## src/rtl/gate_test_seq.sv

```systemverilog
// Exhaustive sequencer for one combinational gate: walks every input vector, settles, checks
// the gate output against a truth table and reports error count, first failing vector and pass.
module gate_test_seq #(
  parameter int                  N_IN          = 2,
  parameter logic [2**N_IN-1:0]  FUNC          = 4'b1000,
  parameter int                  SETTLE_CYCLES = 2,
  parameter int                  ERR_W         = 4
) (
  input  logic             clk,
  input  logic             rst,
  input  logic             start,
  output logic [N_IN-1:0]  dut_in,
  input  logic             dut_out,
  output logic             busy,
  output logic             done,
  output logic             pass,
  output logic [ERR_W-1:0] err_cnt,
  output logic [N_IN-1:0]  fail_vec,
  output logic             fail_valid
);

  localparam int               CNT_W    = (SETTLE_CYCLES > 1) ? $clog2(SETTLE_CYCLES) : 1;
  localparam logic [CNT_W-1:0] CNT_LAST = CNT_W'(SETTLE_CYCLES - 1);
  localparam logic [N_IN-1:0]  VEC_LAST = {N_IN{1'b1}};
  localparam logic [ERR_W-1:0] ERR_MAX  = {ERR_W{1'b1}};

  typedef enum logic [1:0] {IDLE, SETTLE, CHECK, DONE} state_t;

  state_t           state_q, state_d;
  logic [N_IN-1:0]  vec_q, vec_d;
  logic [CNT_W-1:0] cnt_q, cnt_d;
  logic [ERR_W-1:0] err_q, err_d;
  logic [N_IN-1:0]  fail_vec_q, fail_vec_d;
  logic             fail_valid_q, fail_valid_d;
  logic             busy_q, busy_d;
  logic             done_q, done_d;
  logic             pass_q, pass_d;
  logic             mismatch;
  logic [ERR_W-1:0] err_next;

  always_comb begin
    mismatch = (dut_out != FUNC[vec_q]);
    err_next = err_q;
    if (mismatch && (err_q != ERR_MAX)) begin
      err_next = err_q + ERR_W'(1);
    end
  end

  // Outputs are computed for the next state so busy/done line up with the state they describe.
  always_comb begin
    state_d      = state_q;
    vec_d        = vec_q;
    cnt_d        = cnt_q;
    err_d        = err_q;
    fail_vec_d   = fail_vec_q;
    fail_valid_d = fail_valid_q;
    busy_d       = busy_q;
    done_d       = 1'b0;
    pass_d       = pass_q;
    case (state_q)
      IDLE: begin
        if (start) begin
          state_d      = SETTLE;
          vec_d        = '0;
          cnt_d        = '0;
          err_d        = '0;
          fail_vec_d   = '0;
          fail_valid_d = 1'b0;
          pass_d       = 1'b0;
          busy_d       = 1'b1;
        end
      end
      SETTLE: begin
        if (cnt_q == CNT_LAST) begin
          state_d = CHECK;
        end else begin
          cnt_d = cnt_q + CNT_W'(1);
        end
      end
      CHECK: begin
        err_d = err_next;
        if (mismatch && !fail_valid_q) begin
          fail_vec_d   = vec_q;
          fail_valid_d = 1'b1;
        end
        if (vec_q == VEC_LAST) begin
          state_d = DONE;
          busy_d  = 1'b0;
          done_d  = 1'b1;
          pass_d  = (err_next == '0);
        end else begin
          state_d = SETTLE;
          vec_d   = vec_q + N_IN'(1);
          cnt_d   = '0;
        end
      end
      DONE: begin
        state_d = IDLE;
      end
      default: begin
        state_d = IDLE;
        busy_d  = 1'b0;
      end
    endcase
  end

  always_ff @(posedge clk or posedge rst) begin
    if (rst) begin
      state_q      <= IDLE;
      vec_q        <= '0;
      cnt_q        <= '0;
      err_q        <= '0;
      fail_vec_q   <= '0;
      fail_valid_q <= 1'b0;
      busy_q       <= 1'b0;
      done_q       <= 1'b0;
      pass_q       <= 1'b0;
    end else begin
      state_q      <= state_d;
      vec_q        <= vec_d;
      cnt_q        <= cnt_d;
      err_q        <= err_d;
      fail_vec_q   <= fail_vec_d;
      fail_valid_q <= fail_valid_d;
      busy_q       <= busy_d;
      done_q       <= done_d;
      pass_q       <= pass_d;
    end
  end

  // The vector register itself drives the gate so dut_in only moves when vec does.
  assign dut_in     = vec_q;
  assign busy       = busy_q;
  assign done       = done_q;
  assign pass       = pass_q;
  assign err_cnt    = err_q;
  assign fail_vec   = fail_vec_q;
  assign fail_valid = fail_valid_q;

endmodule

```

## config.mk

```make
export PLATFORM = sky130hd
export DESIGN_NAME = gate_test_seq
export DESIGN_NICKNAME = d
export VERILOG_FILES = /design/src/rtl/gate_test_seq.sv
export SDC_FILE = /design/constraint.sdc
export NUM_CORES = 1
export LEC_CHECK = 0
export ABC_AREA = 1
export CORE_MARGIN = 8
export CORE_UTILIZATION = 52
export DETAILED_ROUTE_END_ITERATION = 10
export PLACE_DENSITY = 0.79
export SLEW_MARGIN = 20
export SYNTH_ARGS = -nofsm -noshare
export SYNTH_HDL_FRONTEND = slang
export SYNTH_SLANG_ARGS = --single-unit
```

## constraint.sdc

```tcl
create_clock -name clk -period 2.2 [get_ports clk]
set_input_delay 0.44 -clock clk [delete_from_list [all_inputs] [get_ports clk]]
set_output_delay 0.44 -clock clk [all_outputs]
set_load 0.01 [all_outputs]
```

==> impl_metrics.yaml <==
outcome:
  outcome: "finished, final reports clean"
sta:
  hold_violations: 0
  fin_ws_ns: 0.3893
  worst_pin_slew_ns: 0.5706
  hold_ws_ns: 0.4977
  rsz0062_at_grt: "false"
  fin_worst_skew_ns: 0.001953
  relSlewSlack: 0.6192
  fmaxAchievable_mhz: 552.3
  finalCritPeriodShare: 0.8230
  final-setup-viol-count: 0
  tns_ns: 0
  finalCriticalPeriod_ns: 1.811
  drv_slew: 0
pwr:
  power.share.combinational: 0.428
  internal_power_mw: 0.5992
  seqPwrFrac: 0.416
  switching_power_mw: 0.4253
  powerDensity_nw_per_um2: 1035
  peakVddDrop_v: 0.0005853
  sw_frac_of_total: 0.4152
  power_frac_clock: 0.156
  leakage_nw: 0.4926
drt:
  wl_per_cell_um: 12.99
  final_antenna_net_count: 0
  viasPerCell: 5.343
  drc: 0
  routed_wl_mm: 1.741
  num_vias: 716
  first_pass_iters: 4
  drt_iter0_drc: 11
yosys:
  synthCells: 99
  syn-mean-instance-area_um2: 8.000
  ys_types: 18
  synth_seq_cells: 15
  syn_area_um2: 792.0
  syn_nets: 105
  yosysWarningCount: 0
  ys_seq_area_frac: 0.4739
cts:
  clk_latency_ns: 0.28
  cts_resized: 0
  cts_root_buf: "clkbuf_4"
  holdBufCountCts: 0
  clkTransAtPathRegs_ns: 0.10
  clockBufferDepth: 2
  clock-sinks: 15
  cts_max_level: 1
  post-cts-setup-buffers: 0
  cts_tree: "built"
  cts_inserted_buffers: 3
die:
  die_x_um: 55.03
  dieArea_um2: 3028
  num_rows: 14
  initial_core_util: 0.5383
  die_h_um: 55.03
  core_area_um2: 1471
  ios: 16
grt:
  grt_overflow: 0
  track_usage: 0.1303
  grt_max_degree: 16
  grt_pass1_vias: 686
  grt_pass1_wl_mm: 2.973
  antenna_found_initial: 0
setup_path:
  cp.depth: 1
  path_max_fanout: 7
  critPathBufInv: 1
  critPathKind: "reg -> out"
  slowest_stage: "clkdlybuf4s50_1"
  critPathMaxStageDelay_ns: 0.59
  start_kind: "flip-flop"
  crit_arrival_ns: 1.37
  required_ns: 1.76
  cp_top_family: "buffers and inverters"
  reg2reg_depth: 9
  worst_setup_path_end_kind: "output pin"
  crit_chain: "clkdlybuf4s50_1"
finish:
  layout_common_cells: "35 x nand2_1, 15 x dfrtp_1, 15 x clkdlybuf4s50_1"
  num-nets-final: 125
  mostFrequentLayoutCell: "nand2_1"
  insertedDiodeCount: 0
  fin_util: 0.6726
  area_delta_synth_final_pct: 24.96
  drive_gt1_frac: 0.1271
  seq_area_um2: 375.4
  fillCellCount: 140
  multi_input_area_um2: 364.1
  final_area_um2: 989.7
job:
  maxCapViolCount: 0
placement:
  port-buffer-count: 15
  post-dp-hpwl_mm: 1.266
  pre_cts_slack_ns: 0.5558
  gp_congestion: 0.8293
  dpl_cell_area_um2: 962.2
min_path:
  hold_path.class: "reg -> reg"
  hold_depth: 2
[registers in the layout, indices dropped and copies added, names as in the netlist]
register and count:
dut_in 2, done 1, fail_valid 1, err_cnt 4
state_q 2, fail_vec 2, busy 1, pass 1
cnt_q 1
[stage by stage]
stage                     total power [mW]  cells
after CTS                            1.030    134
after detailed placement            0.8690    130
after global placement              0.8596    130
after global routing                 1.110    134
after floorplan                     0.7038     99
final                                1.025    134
[cells in the mapped netlist (all sizes together)]
master,number,area share
dfrtp,15,0.47
ha,2,0.032
inv,14,0.066
nand2,37,0.18
nand3,16,0.13
nand3b,1,0.0095
nand4,1,0.0079
nor2,3,0.024
o211ai,2,0.019
o21ai,7,0.049
o22ai,1,0.0079
[per-layer routing]
metal	global-route usage	vias up	routed length, µm
met5	0	-	0
met4	0.03600	0	7
met3	0.02406	2	101
met2	0.2264	20	839
met1	0.1609	336	793
li1	-	358	-
[area by class of cell]
| class | instances | area share |
|---|---|---|
| Sequential cell | 15 | 0.3793 |
| Clock buffer | 3 | 0.02276 |
| Timing Repair Buffer | 15 | 0.1517 |
| Tap cell | 16 | 0.02023 |
| Multi-Input combinational cell | 70 | 0.3679 |
| Inverter | 14 | 0.05310 |
| Clock inverter | 1 | 0.005057 |
[path summary, 6_finish.rpt]
path	start	slack (ns)	end
max	err_cnt[2]$_DFFE_PP0P_	0.39	err_cnt[2]
min	busy$_DFFE_PP0P_	0.50	busy$_DFFE_PP0P_
max reg2reg	dut_in[0]$_DFFE_PP0P_	0.76	pass$_DFFE_PP0P_
min reg2reg	busy$_DFFE_PP0P_	0.50	busy$_DFFE_PP0P_
max in group asynchronous	rst	1.32	fail_vec[0]$_DFFE_PP0P_
min in group asynchronous	rst	0.51	pass$_DFFE_PP0P_
[cell families after synthesis]
family	share of synthesized area
AO/OA/AOI/OAI	0.07583
AND/OR/NAND/NOR	0.3523
flip-flops	0.4739
buffers and inverters	0.06635
adder cells (fa/ha/maj)	0.03159
[power groups by stage]
stage	logic [mW]	clock network (mW)	registers [mW]
after floorplan	0.265	0	0.439
after global placement	0.430	0	0.429
after detailed placement	0.437	0	0.432
after CTS	0.440	0.163	0.427
after global routing	0.497	0.173	0.441
final	0.439	0.160	0.426
No activity file was read; power rests on OpenSTA's default activity.
